$ cat src/rtl/pcu_backup_ctrl.sv
// Power-control backup unit: periodic dirty-register scan into a FIFO toward NVM, with emergency flush on power-off.
// Optional PCU_FASTSCAN_EN: priority-encoded jump to the next dirty index instead of a linear scan.
module pcu_backup_ctrl #(
  parameter int NUM_REGS    = 16,
  parameter int DATA_W      = 32,
  parameter int BUF_DEPTH   = 8,
  parameter int POLL_PERIOD = 1000,
  parameter int IDX_W       = $clog2(NUM_REGS),
  parameter int LVL_W       = $clog2(BUF_DEPTH + 1)
) (
  input  logic                    Clk,
  input  logic                    Rst,
  input  logic                    Start,
  input  logic                    Pwr_off,
  input  logic [NUM_REGS-1:0]     Reg_Dirty,
  output logic [IDX_W-1:0]        Reg_Sel,
  input  logic [DATA_W-1:0]       Reg_Data,
  output logic                    Clr_Dirty,
  output logic                    Out_Valid,
  output logic [IDX_W+DATA_W-1:0] Out_Data,
  input  logic                    Out_Ready,
  output logic [LVL_W-1:0]        Buf_Level,
  output logic                    Busy,
  output logic                    Flush_Done
);

  localparam int PTR_W = (BUF_DEPTH > 1) ? $clog2(BUF_DEPTH) : 1;
  localparam int TMR_W = (POLL_PERIOD > 1) ? $clog2(POLL_PERIOD) : 1;
  localparam int ENT_W = IDX_W + DATA_W;
  localparam logic [IDX_W-1:0] LAST_IDX  = IDX_W'(NUM_REGS - 1);
  localparam logic [TMR_W-1:0] LAST_TICK = TMR_W'(POLL_PERIOD - 1);
  localparam logic [LVL_W-1:0] FULL_LVL  = LVL_W'(BUF_DEPTH);

  typedef enum logic [3:0] {
    S_IDLE, S_ARM, S_WAIT, S_POLL, S_CAPTURE, S_FLUSH, S_FCAPT, S_DRAIN, S_HALT
  } state_t;

  state_t           r_state, w_stateNext;
  logic [IDX_W-1:0] r_idx, w_idxNext;
  logic [TMR_W-1:0] r_timer, w_timerNext;
  logic [ENT_W-1:0] r_mem [BUF_DEPTH];
  logic [PTR_W-1:0] r_wrPtr, r_rdPtr;
  logic [LVL_W-1:0] r_level;
  logic             w_full, w_capState, w_push, w_pop, w_isLast;

  assign w_full     = (r_level == FULL_LVL);
  assign w_capState = (r_state == S_CAPTURE) || (r_state == S_FCAPT);
  assign w_push     = w_capState && !w_full;
  assign w_pop      = (r_level != '0) && Out_Ready;
  assign w_isLast   = (r_idx == LAST_IDX);

`ifdef PCU_FASTSCAN_EN
  logic [NUM_REGS-1:0] w_masked;
  logic [IDX_W-1:0]    w_hitIdx;

  assign w_masked = Reg_Dirty & ({NUM_REGS{1'b1}} << r_idx);

  always_comb begin
    w_hitIdx = '0;
    for (int i = NUM_REGS - 1; i >= 0; i--) begin
      if (w_masked[i]) w_hitIdx = IDX_W'(i);
    end
  end
`endif

  // POLL/CAPTURE and FLUSH/FCAPT share one scan; only the exit target differs.
  always_comb begin
    w_stateNext = r_state;
    w_idxNext   = r_idx;
    w_timerNext = r_timer;
    case (r_state)
      S_IDLE: if (Start) w_stateNext = S_ARM;
      S_ARM: begin
        w_idxNext   = '0;
        w_timerNext = '0;
        if (!w_full) w_stateNext = S_WAIT;
      end
      S_WAIT: begin
        if (r_timer == LAST_TICK) w_stateNext = S_POLL;
        else w_timerNext = r_timer + TMR_W'(1);
      end
      S_POLL, S_FLUSH: begin
`ifdef PCU_FASTSCAN_EN
        if (|w_masked) begin
          w_idxNext   = w_hitIdx;
          w_stateNext = (r_state == S_POLL) ? S_CAPTURE : S_FCAPT;
        end else begin
          w_idxNext   = '0;
          w_stateNext = (r_state == S_POLL) ? S_ARM : S_DRAIN;
        end
`else
        if (Reg_Dirty[r_idx]) begin
          w_stateNext = (r_state == S_POLL) ? S_CAPTURE : S_FCAPT;
        end else if (w_isLast) begin
          w_idxNext   = '0;
          w_stateNext = (r_state == S_POLL) ? S_ARM : S_DRAIN;
        end else begin
          w_idxNext = r_idx + IDX_W'(1);
        end
`endif
      end
      S_CAPTURE, S_FCAPT: begin
        if (!w_full) begin
          if (w_isLast) begin
            w_idxNext   = '0;
            w_stateNext = (r_state == S_CAPTURE) ? S_ARM : S_DRAIN;
          end else begin
            w_idxNext   = r_idx + IDX_W'(1);
            w_stateNext = (r_state == S_CAPTURE) ? S_POLL : S_FLUSH;
          end
        end
      end
      S_DRAIN: if (r_level == '0) w_stateNext = S_HALT;
      S_HALT: w_stateNext = S_HALT;
      default: w_stateNext = S_IDLE;
    endcase
    // Power loss overrides any normal-mode transition; a push committed this cycle still lands.
    if (Pwr_off && (r_state inside {S_IDLE, S_ARM, S_WAIT, S_POLL, S_CAPTURE})) begin
      w_stateNext = S_FLUSH;
      w_idxNext   = '0;
    end
  end

  always_ff @(posedge Clk) begin
    if (Rst) begin
      r_state <= S_IDLE;
      r_idx   <= '0;
      r_timer <= '0;
    end else begin
      r_state <= w_stateNext;
      r_idx   <= w_idxNext;
      r_timer <= w_timerNext;
    end
  end

  always_ff @(posedge Clk) begin
    if (Rst) begin
      r_wrPtr <= '0;
      r_rdPtr <= '0;
      r_level <= '0;
      for (int i = 0; i < BUF_DEPTH; i++) r_mem[i] <= '0;
    end else begin
      if (w_push) begin
        r_mem[r_wrPtr] <= {r_idx, Reg_Data};
        r_wrPtr        <= r_wrPtr + PTR_W'(1);
      end
      if (w_pop) r_rdPtr <= r_rdPtr + PTR_W'(1);
      case ({w_push, w_pop})
        2'b10:   r_level <= r_level + LVL_W'(1);
        2'b01:   r_level <= r_level - LVL_W'(1);
        default: r_level <= r_level;
      endcase
    end
  end

  assign Reg_Sel    = r_idx;
  assign Clr_Dirty  = w_push;
  assign Out_Valid  = (r_level != '0);
  assign Out_Data   = r_mem[r_rdPtr];
  assign Buf_Level  = r_level;
  assign Busy       = (r_state != S_IDLE) && (r_state != S_HALT);
  assign Flush_Done = (r_state == S_HALT);

endmodule

$ cat config.mk
export PLATFORM = sky130hd
export DESIGN_NAME = pcu_backup_ctrl
export DESIGN_NICKNAME = d
export VERILOG_FILES = /design/src/rtl/pcu_backup_ctrl.sv
export SDC_FILE = /design/constraint.sdc
export NUM_CORES = 1
export LEC_CHECK = 0
export ABC_AREA = 1
export BUFFER_PORTS_ARGS = -buffer_cell sky130_fd_sc_hd__buf_2
export CORE_MARGIN = 2
export CORE_UTILIZATION = 55
export DETAILED_ROUTE_END_ITERATION = 12
export PLACE_DENSITY = 0.77
export SETUP_SLACK_MARGIN = 0.2
export SLEW_MARGIN = 10
export SYNTH_ARGS = -nofsm -noshare
export SYNTH_HDL_FRONTEND = slang
export SYNTH_SLANG_ARGS = --single-unit
$ cat constraint.sdc
create_clock -name Clk -period 2.8 [get_ports Clk]
set_input_delay 0.56 -clock Clk [delete_from_list [all_inputs] [get_ports Clk]]
set_output_delay 0.56 -clock Clk [all_outputs]
set_load 0.05 [all_outputs]
# Yosys cells after proc, flatten, opt, wreduce, memory -nomap -nowiden
# Memory sizes are Yosys's and may differ from the RTL's. A register that Yosys moved wholly into a read port is not among the register bits.
# Cells that the tools add are included.
# totals
ff_bits	28
latch_bits	0
ram_bits	288
romBits	0
in_bits	53
elab_cells	98
memories	1
# classes
n_addsub	6
mul	0
div	0
n_lt_le_gt_ge	1
n_eq_ne	28
shift	0
muxes	33
n_bitwise	0
reduce_logical	22
# mem_list
memory	depth	width	read_ports	rd_clocked_by_memory_dff	wr	line_no	source
r_mem	8	36	1	1	8	41	logic [ENT_W-1:0] r_mem [BUF_DEPTH];
# ops
op	count
$mux W4	10
$mux W36	1
$reduce_or A36 Y1	1
$pmux W4 S7	1
$mux W3	8
$pmux W10 S2	1
$eq A4 B3 Y1 const B	4
$ne A2 B2 Y1 const B	7
$eq A4 B4 Y1 const B	3
$pmux W4 S3	1
$reduce_and A6 Y1	2
$add A10 B1 Y10 const B	1
$eq A10 B10 Y1 const B	1
$mux W10	1
$ne A3 B2 Y1 const B	3
$ne A3 B3 Y1 const B	3
$add A4 B1 Y4 const B	2
$eq A4 B2 Y1 const B	2
$logic_not A4 Y1	2
$ne A4 B4 Y1 const B	2
$pmux W4 S2	1
$reduce_bool A4 Y1	2
$mux W1	7
$add A3 B1 Y3 const B	2
other kinds (16)	22

# Logic depth before layout (Yosys ltp)
# Gate-level depths: netlist (run 1).
# depth
depth_word	8
depth_mapped	14

# Worst setup path before layout (run 1)
# Ideal clock, no wire load.
# synth_timing
kind	register -> register
start	register r_level[1], in the netlist Buf_Level[1]
end	memory r_mem[0][0] (netlist bit) (enable)
setup_time_ns	0.394
arrival_ns	2.887
path_slack_ns	-0.480
stages_incl_launch_ff	10
n_path_buf	1
period_less_slack_ns	3.280
cell_sequence	dfxtp_1 -> inv_1 -> nand3_1 -> nor2_1 -> nor2_4 -> inv_2 -> nor3_4 -> nand2_4 -> buf_2 -> nand2_1
# synth_lines
element	line_no	source
start, declared	43	logic [LVL_W-1:0] r_level;
start signal, assigned	149	2'b10: r_level <= r_level + LVL_W'(1);
start signal, assigned	150	2'b01: r_level <= r_level - LVL_W'(1);
start signal, assigned	151	default: r_level <= r_level;
end, declared	41	

==> summary.txt, run 1 <==
Synth
  • Cells after Synth: 1,468
  • Share of the synthesized area in the top cell type: 60.6%
  • Avg Inst Size Synth: 9.73 um2
  • Post-Syn Area: about 14,000 um2
  • Synth async-reset ratio: 0%
  • Post-synth EDFFs: 288
  • Top post-synthesis cells by count: 571 x nor2_1, 288 x edfxtp_1, 157 x o21ai_0, 78 x inv_1, 77 x nand2_1
  • Synth warn: 0
  • Post-synth top flop: edfxtp_1
  • Syn Nets: 1,528
  • FF+latch count, synth: 319
  • Sequential cell area fraction in the yosys report: 64.9%
  • Top cells by area, synth: edfxtp_1 61%, nor2_1 15%, o21ai_0 5.5%
  • Count leader, synth: nor2_1
  • Largest area contributor in the netlist: edfxtp_1
  • Synth unique cells: 30

STA
  • Final slew viol count: 0
  • Setup-failing EPs final: 0
  • Hold Slack: 426 ps
  • Skew final: 16.8 ps
  • Setup TNS: 0 ps
  • Maximum clock rate: 380 MHz
  • Final worst slack: about 170 ps
  • Final Hold Viols: 0
  • Worst-margin pin slew: 727 ps
  • Final cycle utilization of the critical path: a little over nine tenths
  • RSZ-0062 raised after global routing: true
  • Tmin final: between 2000 and 3000 ps
  • Relative slew slack: 51.5%

Setup path
  • CP endpoint kind: primary output
  • Crit path DAT: between 2000 and 2500 ps
  • Setup slack, reg-to-reg: 460 ps
  • Worst R2R Path Depth: 10
  • Setup CP Type: reg -> out
  • R2R Path End: r_mem[0][32]
  • Crit path to: Out_Data[33]
  • Worst Path Required: 2240 ps
  • Worst Setup Start Kind: register
  • Maximum fanout along the worst path: 38
  • R2r startpoint: r_state[3]

GRT
  • Vias in the first global route: 11.0k
  • Global-route met2 utilization: 47.6%
  • Pin count of the biggest net entering global routing: 39
  • Total Routing Usage GR: approximately 28%
  • Busiest layer in global routing: met2
  • First-pass GRT wire length: just under 60 mm
  • GRT overflow: 0
  • Initial antenna violation count: 0
  • Grt met3 use: 4.55%
  • Grt met1 use: 38.1%

Power and ir drop
  • VDD IR max: 0.000676 V
  • Leak Pwr: 6.81 nW
  • Pwr dens: ~960 nW/um2

Clocking
  • CTS tree: yes
  • H-Tree Depth: 2
  • Clock buffer depth: 3
  • Hold Buf Count CTS: 0
  • Worst-path clk slew: 60 ps
  • TritonCTS Buffers: 34
  • Clock Sink Count: 319
  • Clock latency on the worst-skew pair: 510 ps
  • Root buf cell: clkbuf_16

Placement
  • Post-Place Worst Slack: 402 ps
  • Dpl cell area: 15,400 um2
  • I/O Buffers: 100
  • Detailed Place HPWL: 19.7 mm
  • Placer Congestion: 0.859

Layout
  • Fill cell count: ~1.8k
  • Fin area: 17,000 um2
  • Layout cells sized above 1: 16.6%
  • Nets@finish: 1,622
  • Diode count: 0
  • Syn-to-layout area delta: 19.4%
  • Post-layout util: about two thirds

Floorplanning
  • Die height: 165 um
  • Die W: around 170 um
  • Die area: 27,300 um2
  • Core Footprint: 25,300 um2
  • Initial Utilization: between 50% and 60%
  • Num rows: between 50 and 60
  • IO Count: 101

Route
  • Via count: 11.4k
  • Post-route ant nets: 0
  • Residual DRC: 0
  • 1st-iter DRT viols: 1,324
  • Via density per instance: 5.93
  • Wirelength per Cell: 20.3 um
  • DRT Pass-1 Iters: 5
  • DRT Wirelength: 38.9 mm

Run status
  • Status: finished, final reports clean

Min path
  • Min-delay worst type: in -> reg

Run
  • MaxCap Viol Count: 0
[critical path, stage by stage, from the launching register on]
cell	delay [ps]
dfxtp_4	410
clkinv_4	120
bufbuf_16	370
o21ai_1	120
a31oi_2	330
buf_6	210
[report_power, final]
part / internal (W) / leakage [nW] / switching (W) / total, W
combinational: 0.00203 / 3.04 / 0.00415 / 0.00618
clock: 0.00273 / 0.540 / 0.00181 / 0.00453
sequential: 0.00552 / 3.23 / 0.000201 / 0.00573
total: 0.0103 / 6.81 / 0.00616 / 0.0164
[logic make-up after synthesis]
family | after synthesis | synth area share (%)
AO/OA/AOI/OAI | 261 | 9.89
XOR/XNOR | 6 | 0.368
adder cells (fa/ha/maj) | 7 | 0.613
buffers and inverters | 170 | 4.71
flip-flops | 319 | 64.9
AND/OR/NAND/NOR | 705 | 19.5
[layout make-up]
class / instances / area, um2 / area share [%]
Tap cell: 330 / 413 / 2.42
Timing Repair inverter: 1 / 6.26 / 0.0367
Clock inverter: 15 / 160 / 0.939
Clock buffer: 43 / 968 / 5.68
Inverter: 86 / 338 / 1.98
Multi-Input combinational cell: 979 / 4640 / 27.2
Sequential cell: 319 / 9280 / 54.4
Timing Repair Buffer: 141 / 1240 / 7.27
[placed cells by master (no fill, tap or decap), types with 9 or more instances in the layout]
cell,Yosys,layout
buf_2,27,65
nor2_1,571,569
buf_4,0,37
nor3_1,9,9
a21oi_1,26,26
buf_6,0,16
nand2_1,77,69
nand4_1,10,10
nand3_1,27,27
o21ai_1,0,61
o22ai_1,36,35
clkbuf_16,0,40
o21ai_2,0,9
o21ai_0,157,87
a31oi_2,0,32
nand2_4,4,12
inv_1,78,78
edfxtp_1,288,288
dfxtp_1,31,25
[worst min path at each step]
stage	endpoint	slack, ps	start	cells after the start
5_1_grt	r_timer[9]	430	Rst	2
6_report	r_state[2]	430	Rst	2
3_3_place_gp	r_rdPtr[2]	430	r_rdPtr[2]	1
2_1_floorplan	register	410	r_rdPtr[2]	1
4_1_cts	r_state[2]	420	Rst	2
3_5_place_dp	register	430	r_rdPtr[2]	1
[flip-flops by register name, summed over array words and instances, names as in the netlist, named ones only]
name	count
r_timer	10
r_mem	288
Reg_Sel	4
r_state	4
Buf_Level	4
r_wrPtr	3
r_rdPtr	3
[through the flow]
step / total power, W / instances
floorplan: 0.00967 / 1468
global placement: 0.0110 / 1843
global route: 0.0171 / 1914
finish: 0.0164 / 1914
detailed placement: 0.0110 / 1843
CTS: 0.0160 / 1910
[timing repair]
| action | 4_1_cts | 5_1_grt |
|---|---|---|
| cloned | 5 | 3 |
| pin swaps | 1 | 6 |
| endpoints found under the setup margin | 36 | 36 |
| buffers inserted | 4 | 1 |
| resized for setup | 52 | 105 |
[layer usage]
layer,up-vias,share of wire (%),wire [um]
met1,5421,38,14900
met2,681,49,19100
met3,86,10,3960
li1,5170,-,-
met5,-,0,0
met4,0,2.3,880
No activity file was read; power rests on OpenSTA's default activity.
==> run 2, diff against run 1 <==
--- a/config.mk
+++ b/config.mk
@@ -10,6 +10,7 @@
 export CORE_MARGIN = 2
 export CORE_UTILIZATION = 55
 export DETAILED_ROUTE_END_ITERATION = 12
+export GPL_TIMING_DRIVEN = 0
 export PLACE_DENSITY = 0.77
 export SETUP_SLACK_MARGIN = 0.2
 export SLEW_MARGIN = 10
==> summary.txt, run 2 (synthesis results as in run 1) <==
Layout
  • Syn-to-layout area delta: 28.9%
  • Post-layout util: between 70% and 80%
  • Diode count: 0
  • Biggest register: r_mem
  • Nets@finish: 1,704
  • Most frequent cells in the layout: 515 x nor2_1, 288 x edfxtp_1, 93 x buf_2
  • Layout cells sized above 1: 25.2%
  • Most common cell after layout, fill and taps aside: nor2_1
  • Max FFs per register: between 200 and 300
  • Largest regs: r_mem x288, r_timer x10

Floorplanning
  • Die area: 27,300 um2
  • Core Footprint: 25,300 um2
  • IO Count: approximately 100
  • Die height: 165 um
  • Num rows: 58
  • Die W: roughly 170 um
  • Initial Utilization: 56.4%

Route
  • DRT Wirelength: 45.5 mm
  • Wirelength per Cell: 22.8 um
  • Via density per instance: 6.17
  • 1st-iter DRT viols: 1,629
  • DRT Pass-1 Iters: 5
  • Residual DRC: 0
  • Post-route ant nets: 0
  • Via count: 12.3k

Setup path
  • Crit path DAT: 2240 ps
  • Worst R2R Path Depth: 10
  • CP endpoint kind: primary output
  • Setup slack, reg-to-reg: around 250 ps
  • Worst Setup Start Kind: register
  • Worst Path Required: 2240 ps
  • Maximum fanout along the worst path: 8
  • R2r startpoint: Buf_Level[0]
  • Setup CP Type: reg -> out

Clocking
  • Root buf cell: clkbuf_16
  • Worst-path clk slew: around 60 ps
  • Clock Sink Count: ~320
  • Hold Buf Count CTS: 0
  • CTS tree: yes
  • Clock buffer depth: 3
  • Clock latency on the worst-skew pair: between 500 and 600 ps
  • H-Tree Depth: 2
  • TritonCTS Buffers: 34

Power and ir drop
  • Leak Pwr: 7.34 nW
  • Pwr dens: 970 nW/um2
  • VDD IR max: 0.000764 V

Run status
  • Status: finished, final reports clean

Min path
  • Worst Min Path Start: Rst
  • Hold Path Cell Cnt: 4
  • Min-delay worst type: in -> reg

GRT
  • Vias in the first global route: 11.5k
  • Total Routing Usage GR: between 30 and 40%
  • Initial antenna violation count: 0
  • Pin count of the biggest net entering global routing: 37
  • First-pass GRT wire length: 61.8 mm
  • GRT overflow: 0

STA
  • Hold Slack: between 400 and 500 ps
  • Skew final: 13.8 ps
  • Final slew viol count: 0
  • Tmin final: 2800 ps
  • RSZ-0062 raised after global routing: true
  • Worst-margin pin slew: 1140 ps
  • Final Hold Viols: 0
  • Setup-failing EPs final: 0
  • Maximum clock rate: around 360 MHz
  • Final cycle utilization of the critical path: around 100%
  • Final worst slack: around 4.4 ps
  • Relative slew slack: 24.0%

Placement
  • I/O Buffers: 100
  • Post-Place Worst Slack: -327 ps
  • Placer Congestion: between 0.8 and 0.9
  • Detailed Place HPWL: 24.0 mm

Run
  • MaxCap Viol Count: 0
==> run 2: cell type report <==
| type | instances | area, um2 |
|---|---|---|
| clock buffer | 48 | 977 |
| buffer | 84 | 868 |
| timing repair inverter | 1 | 16.3 |
| tap | 330 | 413 |
| inverter | 86 | 343 |
| sequential | 319 | 9280 |
| timing repair buffer | 135 | 1240 |
| clock inverter | 13 | 80.1 |
| fill | 1619 | 6920 |
| multi-input combinational | 983 | 5200 |
==> run 2: routing by layer <==
metal,share of wire (%),track usage (%),vias to the layer above
met5,0,0,-
met4,5.5,12.9,0
met3,12,4.75,203
met2,49,51.1,977
met1,34,39.1,5812
li1,-,-,5346
==> run 2: worst paths after layout <==
check	end
setup reg to reg	r_mem[2][11]
hold / removal	Buf_Level[1]
setup / recovery	Out_Data[35]
hold reg to reg	r_rdPtr[2]
==> run 2: metrics by stage <==
step           cell area (um2)  TNS, ps  instances  total power [W]
4_1_cts                  17600        0       1981           0.0167
3_3_place_gp             15500    -8550       1898           0.0110
3_5_place_dp             15500   -13870       1898           0.0111
5_1_grt                  18400    -76.7       1999           0.0184
6_report                 18400        0       1999           0.0179
2_1_floorplan            14500        0       1468          0.00967
==> run 2: critical path, stage by stage (launching register included) <==
cell and delay [ps]:
dfxtp_2 360, buf_12 170, clkinv_8 80, buf_12 150, clkbuf_16 160, o21ai_1 390, a31oi_4 200, buf_6 200
==> run 2: timing repair <==
action                                  in CTS  in global routing
buffers inserted                            11                  7
gates cloned                                11                 11
endpoints found under the setup margin     324                306
pin swaps                                   27                 84
resized for setup                          261                213
==> run 2: where the power goes <==
part / internal (W) / total [W] / switching (W)
sequential: 0.00552 / 0.00568 / 0.000161
combinational: 0.00291 / 0.00780 / 0.00489
clock: 0.00252 / 0.00437 / 0.00185
==> run 3, diff against run 2 <==
--- a/config.mk
+++ b/config.mk
@@ -9,6 +9,7 @@
 export BUFFER_PORTS_ARGS = -buffer_cell sky130_fd_sc_hd__buf_2
 export CORE_MARGIN = 2
 export CORE_UTILIZATION = 55
+export CTS_BUF_LIST = sky130_fd_sc_hd__clkbuf_16
 export DETAILED_ROUTE_END_ITERATION = 12
 export GPL_TIMING_DRIVEN = 0
 export PLACE_DENSITY = 0.77
==> summary.txt, run 3 (synthesis results as in run 1) <==
GRT
  • Pin count of the biggest net entering global routing: 37
  • First-pass GRT wire length: 61.7 mm
  • Initial antenna violation count: 0
  • GRT overflow: 0
  • Vias in the first global route: 11.5k
  • Total Routing Usage GR: 30.2%

STA
  • Relative slew slack: 27.7%
  • Setup-failing EPs final: 0
  • Tmin final: ~2700 ps
  • Worst-margin pin slew: 1080 ps
  • Final Hold Viols: 0
  • Maximum clock rate: 364 MHz
  • Hold Slack: 424 ps
  • Final slew viol count: 0
  • Final cycle utilization of the critical path: 98.0%
  • Setup TNS: 0 ps
  • Skew final: about 11 ps
  • RSZ-0062 raised after global routing: true
  • Final worst slack: 56.4 ps

Min path
  • Min-delay worst type: in -> reg
  • Worst Min Path Start: Rst
  • Hold Path Sink: Buf_Level[1]
  • Hold Path Cell Cnt: 4

Setup path
  • Worst R2R Path Depth: 10
  • Setup slack, reg-to-reg: 330 ps
  • R2R Path End: r_mem[6][7]
  • Worst Path Required: 2240 ps
  • R2r startpoint: Buf_Level[0]
  • CP endpoint kind: primary output
  • Worst Setup Start Kind: register
  • Maximum fanout along the worst path: 8
  • Crit path DAT: 2180 ps
  • Setup CP Type: reg -> out

Floorplanning
  • Die area: about 27,000 um2
  • Initial Utilization: 56.4%
  • Die height: 165 um
  • Die W: 165 um
  • Num rows: 58
  • Core Footprint: 25,300 um2
  • IO Count: about 100

Clocking
  • H-Tree Depth: 2
  • Clock Sink Count: ~320
  • CTS tree: yes
  • TritonCTS Buffers: 34
  • Root buf cell: clkbuf_16
  • Clock buffer depth: 3
  • Clock latency on the worst-skew pair: about 520 ps
  • Worst-path clk slew: around 60 ps
  • Hold Buf Count CTS: 0

Layout
  • Nets@finish: 1,688
  • Layout cells sized above 1: about 23%
  • Syn-to-layout area delta: 25.7%
  • Fill cell count: 1,738
  • Fin area: 17,900 um2
  • Diode count: 0
  • Biggest register: r_mem
  • Largest regs: r_mem x288, r_timer x10
  • Most common cell after layout, fill and taps aside: nor2_1
  • Max FFs per register: 288
  • Most frequent cells in the layout: 538 x nor2_1, 288 x edfxtp_1, 97 x o21ai_0

Run status
  • Status: finished, final reports clean

Route
  • Via density per instance: 5.91
  • 1st-iter DRT viols: approximately 1.3k
  • Residual DRC: 0
  • DRT Pass-1 Iters: 6
  • Wirelength per Cell: 20.9 um
  • Via count: approximately 12k
  • DRT Wirelength: 41.4 mm
  • Post-route ant nets: 0

Placement
  • I/O Buffers: 100
  • Post-Place Worst Slack: -327 ps
  • Placer Congestion: approximately 0.86
  • Dpl cell area: ~15,000 um2
  • Detailed Place HPWL: 24.0 mm

Power and ir drop
  • Clk pwr share: 25.2%
  • Pwr dens: between 900 and 1000 nW/um2
  • Sequential share of power: roughly a third
  • Int Pwr: 0.0106 W
  • Comb pwr share: 41.7%
  • Switching share of total power: 38.2%
  • Net switching power: 0.00654 W
  • VDD IR max: about 0.00077 V
  • Leak Pwr: approximately 7.2 nW

Run
  • MaxCap Viol Count: 0
## run 3: cell types whose count changed in the layout (fill, tap and decap cells not counted), sizes merged
cell	delta
clkinv	+1
clkbuf	-3
buf	-24
inv	+10
## run 3: layout make-up
| cell class | count | area, um2 | share of cell area (%) |
|---|---|---|---|
| plain buffers | 84 | 835 | 4.65 |
| clock buffers | 37 | 926 | 5.16 |
| clock inverters | 24 | 121 | 0.676 |
| inverters | 86 | 340 | 1.90 |
| multi-input cells | 983 | 5040 | 28.1 |
| flip-flops and latches | 319 | 9280 | 51.7 |
| well taps | 330 | 413 | 2.30 |
| repair buffers | 119 | 991 | 5.52 |
| repair inverters | 1 | 8.76 | 0.0488 |
## run 3: what timing repair did
item                       CTS  global route
setup endpoints to repair  324           308
pin swaps                   33            45
gates cloned                12             3
buffers inserted             8             1
gates resized for setup    264           107
## run 3: through the flow
stage | total power (W) | std cells | utilization [%]
after floorplan | 0.00967 | 1468 | -
after global routing | 0.0177 | 1983 | 70.9
after global placement | 0.0110 | 1898 | 61.0
after detailed placement | 0.0111 | 1898 | 61.0
after CTS | 0.0166 | 1979 | 69.5
final | 0.0171 | 1983 | 70.9
## run 3: worst max-delay path, cell delays in order, from the launching register on
cell and delay (ps):
dfxtp_4 360, buf_12 160, clkinv_8 80, clkbuf_16 180
clkbuf_8 160, o21ai_0 340, a31oi_4 170, buf_6 190
## run 3: per-layer routing
metal | up-vias | wire length (um) | global-route usage [%]
met5 | - | 0 | 0
met4 | 0 | 1480 | 12.0
met3 | 123 | 4170 | 5.67
met2 | 691 | 20400 | 51.4
met1 | 5583 | 15400 | 38.5
li1 | 5325 | - | -
## run 3: power groups by stage
stage                     sequential, W  combinational (W)  clock [W]
after floorplan                 0.00580            0.00387          0
after global placement          0.00572            0.00526          0
after detailed placement        0.00574            0.00536          0
after CTS                       0.00565            0.00668    0.00426
after global routing            0.00570            0.00752    0.00447
final                           0.00567            0.00713    0.00430
## run 3: how the worst max path moves through the flow
stage                         from            to  depth (start not counted)
after detailed placement  register  Out_Data[25]                          9
after floorplan           register   Out_Data[1]                          8
after global placement    register  Out_Data[25]                          9
final                     register  Out_Data[35]                          7
after CTS                 register   Out_Data[0]                          8
after global routing      register   Out_Data[0]                          9
